<file path="src/rtl/halftone_pkg.sv">
// Shared constants, thresholds and state encoding for the halftone cell pipeline.
package halftone_pkg;

    localparam int CELL     = 5;
    localparam int CELL_PIX = 25;
    localparam int SUM_W    = 13;

    localparam logic [SUM_W-1:0] TH3 = 13'd1600;
    localparam logic [SUM_W-1:0] TH2 = 13'd3200;
    localparam logic [SUM_W-1:0] TH1 = 13'd4800;

    typedef enum logic [2:0] {
        S_IDLE,
        S_READ,
        S_DRAIN,
        S_QUANT,
        S_WAIT_C,
        S_WRITE,
        S_NEXT,
        S_DONE
    } state_t;

endpackage

</file>
<file path="src/rtl/halftone_quantize.sv">
// Maps a 25-pixel cell sum to a 2-bit dot size; darker cells get larger dots.
module halftone_quantize
    import halftone_pkg::*;
(
    input  logic [SUM_W-1:0] i_sum,
    output logic [1:0]       o_level
);

    always_comb begin
        o_level = 2'd0;
        if (i_sum < TH3)      o_level = 2'd3;
        else if (i_sum < TH2) o_level = 2'd2;
        else if (i_sum < TH1) o_level = 2'd1;
    end

endmodule

</file>
<file path="src/rtl/halftone_cell_sched.sv">
// Frame sequencer: reads each 5x5 cell, sums it, drives makeCircle and writes the
// returned dot mask into the 1-bit frame buffer.
module halftone_cell_sched
    import halftone_pkg::*;
#(
    parameter int CELLS_X = 2,
    parameter int CELLS_Y = 1,
    parameter int PIX_W   = 8,
    parameter int ADDR_W  = 16,
    parameter int RD_LAT  = 2
) (
    input  logic              clk,
    input  logic              reset,
    input  logic              start,
    output logic              rd_en,
    output logic [ADDR_W-1:0] rd_addr,
    input  logic [PIX_W-1:0]  rd_data,
    output logic [1:0]        size_level,
    input  logic [24:0]       c_matrix,
    output logic              wr_en,
    output logic [ADDR_W-1:0] wr_addr,
    output logic              wr_bit,
    output logic              busy,
    output logic              done
);

    localparam logic [ADDR_W-1:0] W_PIX  = ADDR_W'(CELL * CELLS_X);
    localparam logic [ADDR_W-1:0] CELL_A = ADDR_W'(CELL);
    localparam logic [ADDR_W-1:0] LAST_X = ADDR_W'(CELLS_X - 1);
    localparam logic [ADDR_W-1:0] LAST_Y = ADDR_W'(CELLS_Y - 1);

    state_t            r_state, w_state_nxt;
    logic [ADDR_W-1:0] r_cell_x, r_cell_y;
    logic [2:0]        r_row, r_col;
    logic [RD_LAT-1:0] r_vld_pipe;
    logic [SUM_W-1:0]  r_sum;
    logic [4:0]        r_cnt;
    logic [1:0]        r_size_level;

    logic              w_last_k;
    logic              w_acc;
    logic [4:0]        w_k;
    logic [ADDR_W-1:0] w_addr;
    logic [1:0]        w_level;

    assign w_last_k = (r_row == 3'd4) && (r_col == 3'd4);
    assign w_acc    = r_vld_pipe[RD_LAT-1];
    assign w_k      = 5'(r_row) * 5'd5 + 5'(r_col);
    assign w_addr   = (CELL_A * r_cell_y + ADDR_W'(r_row)) * W_PIX
                    + CELL_A * r_cell_x + ADDR_W'(r_col);

    halftone_quantize u_quant (
        .i_sum   (r_sum),
        .o_level (w_level)
    );

    // Outputs decode straight from registered state so reset zeroes them at once.
    assign rd_en      = (r_state == S_READ);
    assign wr_en      = (r_state == S_WRITE);
    assign rd_addr    = rd_en ? w_addr : '0;
    assign wr_addr    = wr_en ? w_addr : '0;
    assign wr_bit     = wr_en & c_matrix[w_k];
    assign busy       = (r_state != S_IDLE);
    assign done       = (r_state == S_DONE);
    assign size_level = r_size_level;

    always_ff @(posedge clk or posedge reset) begin
        if (reset) r_state <= S_IDLE;
        else       r_state <= w_state_nxt;
    end

    always_comb begin
        w_state_nxt = r_state;
        case (r_state)
            S_IDLE:   if (start) w_state_nxt = S_READ;
            S_READ:   if (w_last_k) w_state_nxt = S_DRAIN;
            // Leave as the 25th sample lands so DRAIN lasts exactly RD_LAT cycles.
            S_DRAIN:  if ((r_cnt == 5'(CELL_PIX)) ||
                          ((r_cnt == 5'(CELL_PIX - 1)) && w_acc)) w_state_nxt = S_QUANT;
            S_QUANT:  w_state_nxt = S_WAIT_C;
            S_WAIT_C: w_state_nxt = S_WRITE;
            S_WRITE:  if (w_last_k) w_state_nxt = S_NEXT;
            S_NEXT:   w_state_nxt = ((r_cell_x != LAST_X) || (r_cell_y != LAST_Y)) ? S_READ : S_DONE;
            S_DONE:   w_state_nxt = S_IDLE;
            default:  w_state_nxt = S_IDLE;
        endcase
    end

    always_ff @(posedge clk or posedge reset) begin
        if (reset) begin
            r_cell_x     <= '0;
            r_cell_y     <= '0;
            r_row        <= '0;
            r_col        <= '0;
            r_vld_pipe   <= '0;
            r_sum        <= '0;
            r_cnt        <= '0;
            r_size_level <= '0;
        end else begin
            for (int i = RD_LAT - 1; i > 0; i--) r_vld_pipe[i] <= r_vld_pipe[i-1];
            r_vld_pipe[0] <= rd_en;
            if (w_acc) begin
                r_sum <= r_sum + SUM_W'(rd_data);
                r_cnt <= r_cnt + 5'd1;
            end
            case (r_state)
                S_IDLE: begin
                    r_cell_x   <= '0;
                    r_cell_y   <= '0;
                    r_row      <= '0;
                    r_col      <= '0;
                    r_vld_pipe <= '0;
                    r_sum      <= '0;
                    r_cnt      <= '0;
                end
                S_READ, S_WRITE: begin
                    if (r_col == 3'd4) begin
                        r_col <= '0;
                        r_row <= (r_row == 3'd4) ? 3'd0 : r_row + 3'd1;
                    end else begin
                        r_col <= r_col + 3'd1;
                    end
                end
                S_QUANT: r_size_level <= w_level;
                S_NEXT: begin
                    r_sum <= '0;
                    r_cnt <= '0;
                    r_row <= '0;
                    r_col <= '0;
                    if (r_cell_x != LAST_X) begin
                        r_cell_x <= r_cell_x + 1'b1;
                    end else begin
                        r_cell_x <= '0;
                        if (r_cell_y != LAST_Y) r_cell_y <= r_cell_y + 1'b1;
                    end
                end
                default: ;
            endcase
        end
    end

endmodule

</file>
<file path="config.mk">
export PLATFORM = sky130hd
export DESIGN_NAME = halftone_cell_sched
export DESIGN_NICKNAME = d
export VERILOG_FILES = /design/src/rtl/halftone_pkg.sv /design/src/rtl/halftone_quantize.sv /design/src/rtl/halftone_cell_sched.sv
export SDC_FILE = /design/constraint.sdc
export NUM_CORES = 1
export LEC_CHECK = 0
export CORE_MARGIN = 10
export CORE_UTILIZATION = 56
export CTS_BUF_LIST = sky130_fd_sc_hd__clkbuf_8 sky130_fd_sc_hd__clkbuf_16
export CTS_CLUSTER_DIAMETER = 80
export CTS_CLUSTER_SIZE = 16
export DETAILED_ROUTE_END_ITERATION = 8
export GPL_TIMING_DRIVEN = 0
export PLACE_DENSITY = 0.84
export SETUP_SLACK_MARGIN = 0.4
export SLEW_MARGIN = 15
export SYNTH_ARGS = -nofsm -noshare
export SYNTH_HDL_FRONTEND = slang
export SYNTH_SLANG_ARGS = --single-unit
</file>
<file path="constraint.sdc">
create_clock -name clk -period 19.8 [get_ports clk]
set_clock_uncertainty 0.05 [all_clocks]
set_input_delay 1.98 -clock clk [delete_from_list [all_inputs] [get_ports clk]]
set_output_delay 1.98 -clock clk [all_outputs]
set_load 0.02 [all_outputs]
</file>
==> run metrics <==
aggregate global routing overflow=0; fraction of registers with async set or reset after synthesis=1.00; global-route wire length before repair=27400 um; Root Buffer=clkbuf_16; Starting DRT DRC Count=between 400 and 500; latest clock arrival within the worst-skew pair=approximately 0.33 ns; nets in the synthesized netlist=just under 1000; Net Sw Power=approximately 0.00012 W; critical path startpoint category=flip-flop; crit share post-route=0.482; GRT Total Usage=0.183; number of antenna violations at the first check in global routing=0; grt met2 use=0.307; Worst Path Max Fanout=5; mean number of vias per cell=around 5.7; Clock Path Buffers=2; Overall Power=0.000412 W; DIE WIDTH=approximately 130 um; starting utilization of the core area=0.575; share of synthesized area occupied by flip-flops and latches=0.227; cell accounting for the most synthesized area=ha_1; Final WS setup=10.26 ns; core area=~12000 um^2; row count=40; area share of the largest cell type after synthesis=0.231; Cells after Synth=779; total number of vias=around 5900; combinational power share=0.208; vertical die dimension=131 um; final routed wire length divided by cell count=about 15 um; Worst Path Required=17.77 ns; maximum number of pins on one net before global-route repair=60; number of diodes added for antenna fixing=0; max capacitance violation total=0; Num Clock Sinks=63; final net count=1048; leading register cell type out of synthesis=dfrtp_1; Hold-fix buffers, CTS=0; Final min period=9.54 ns; CTS clock-pin slew for the worst setup and hold paths=0.06 ns; most frequently used cell type in the post-synthesis netlist=ha_1; area of the die=approximately 17000 um^2; leak pwr=between 4 and 5 nW; aggregate negative setup slack=0 ns; post-synth design cell area=around 7000 um^2; global-route track usage on met3=0.0499; Cell Pwr Density=around 50 nW/um^2; unique cell type count in the Yosys netlist=60; post-detailed-routing wire length=between 15000 and 20000 um; met1 capacity usage during global routing=0.228; commonest cells in the netlist=ha_1 (128), nor2_1 (97), dfrtp_1 (63); number of remaining DRC errors=0; H-Tree Depth=3; class of the most critical setup path=flip-flop to primary output; CP Capture Type=primary output; number of buffers created by CTS=9; number of global-route vias before repair=around 6000; total count of hold-check failures in the final report=0; largest cells by area after synthesis=ha_1 (23%), dfrtp_1 (23%), fa_1 (5.5%); post-detailed-route count of antenna-violating nets=0; Final Setup Violations=0; Post-DP HPWL=~12000 um; last weighted congestion value of the routability-driven placer=0.850; number of buffer cells added on primary ports=74; busiest layer in global routing=met2; number of enable-type register cells in the synthesized netlist=0; post-CTS setup buffer count=0; measured slew at the worst slew-check pin=0.807 ns; achievable clock frequency=~0.10 GHz; Internal=0.000296 W; share of power burned in the clock network=0.412; Avg Cell Area, Syn=8.90 um^2; Gates resized, CTS repair=0; Layout fillers=between 900 and 1000; unrepaired setup endpoints after global routing=no; DR pass1 iterations=5; Reg power frac=0.381; number of flip-flops and latches in the synthesized netlist=63; number of warning messages in the yosys log=0; switching fraction of total power=0.282; final max-slew violation count=0; fraction of final layout cells with drive strength greater than 1=0.0437; Max IR drop VDD=0.0000474 V; worst hold path class=flip-flop to flip-flop; CTS tree=built; normalized max-slew margin=0.460; Setup WS pre-CTS=roughly 11 ns; worst hold margin=roughly 0.43 ns; number of top-level pins=75; Area Growth Syn to Fin=18.8%; arrival time worst endpoint=approximately 7.5 ns; run status=complete, no violations
[path summary, 6_finish.rpt]
path	startpoint	end	slack (ns)	depth (start not counted)
min in group asynchronous	reset	r_sum[3]	1.83	2
min	r_vld_pipe[0]	r_vld_pipe[1]	0.43	1
max reg2reg	r_sum[0]	r_sum[10]	17.11	10
max in group asynchronous	reset	r_cell_x[15]	17.37	3
max	r_cell_y[0]	rd_addr[15]	10.26	26
min reg2reg	r_vld_pipe[0]	r_vld_pipe[1]	0.43	1
[worst max-delay path, stage by stage, from the launching register on]
cell and delay, ns:
dfrtp_1 0.45, ha_1 0.32, ha_1 0.32, fa_1 0.48
a21o_1 0.20, a21oi_1 0.22, o21bai_1 0.09, a21oi_1 0.30
xnor2_1 0.23, ha_1 0.29, ha_1 0.34, a21boi_1 0.15
o21ai_0 0.21, a21boi_1 0.12, o21ai_0 0.22, nand2_1 0.12
xor2_1 0.21, fa_1 0.46, ha_1 0.32, ha_1 0.37
a211o_1 0.31, o21ai_1 0.24, o21ai_1 0.14, xnor2_1 0.21
xnor2_1 0.12, nor2_1 0.09, clkdlybuf4s50_1 0.62
[metrics by stage]
stage                     std cells  utilization  instance area (um^2)
after floorplan                 779            -                  6930
after global placement         1021        0.654                  7880
after detailed placement       1022        0.656                  7910
after CTS                      1038        0.683                  8230
after global routing           1038        0.683                  8230
final                          1038        0.683                  8230
[layer usage]
metal  wire length, um  share of wire
met5                 0              0
met4               205          0.013
met3               905          0.057
met2              7500           0.47
met1              7190           0.45
[cell usage in the layout (no fill, tap or decap), types with 8 or more instances in the layout]
cell and n:
inv_1 49, xor2_1 29, nor2_1 97, o31ai_1 12
clkbuf_1 16, a21o_1 11, nor2b_1 10, clkbuf_16 9
nand4_1 8, nand2_1 46, xnor2_1 39, a21oi_1 50
nand3_1 25, or4_1 8, fa_1 19, a211oi_1 10
clkdlybuf4s50_1 74, nor3_1 11, dfrtp_1 63, o21ai_0 44
and3_1 9, ha_1 128
[cell families after synthesis]
group                      Yosys count  share of synthesized area
and+or+nand+nor                    247                      0.177
muxes                               11                     0.0267
AOI/OAI and AO/OA                  173                      0.156
adders and majority gates          147                      0.286
buffers and inverters               69                     0.0381
DFF                                 63                      0.227
xor gates and xnor gates            69                     0.0892
[sequential cells by signal, summed over array words and instances, names as in the netlist]
signal and cells:
r_col 3, r_sum 13, r_cell_y 16, r_cell_x 16, r_cnt 5, r_vld_pipe 2, size_level 2, r_state 3
r_row 3
[area by class of cell]
class	instances	area, um^2	area share
clock inverters	7	96.3	0.0117
multi-input cells	647	5090	0.618
inverters	50	190	0.0231
flip-flops and latches	63	1580	0.191
plain buffers	19	76.3	0.00927
well taps	168	210	0.0255
clock buffers	9	225	0.0274
repair buffers	75	768	0.0933
[power groups by stage]
stage	clock (W)	combinational, W	sequential [W]
floorplan	0	0.0000598	0.000157
global placement	0	0.0000791	0.000158
detailed placement	0	0.0000857	0.000159
CTS	0.000170	0.0000860	0.000156
global route	0.000177	0.0000960	0.000159
finish	0.000170	0.0000855	0.000157
(Power assumes the default switching activity.)
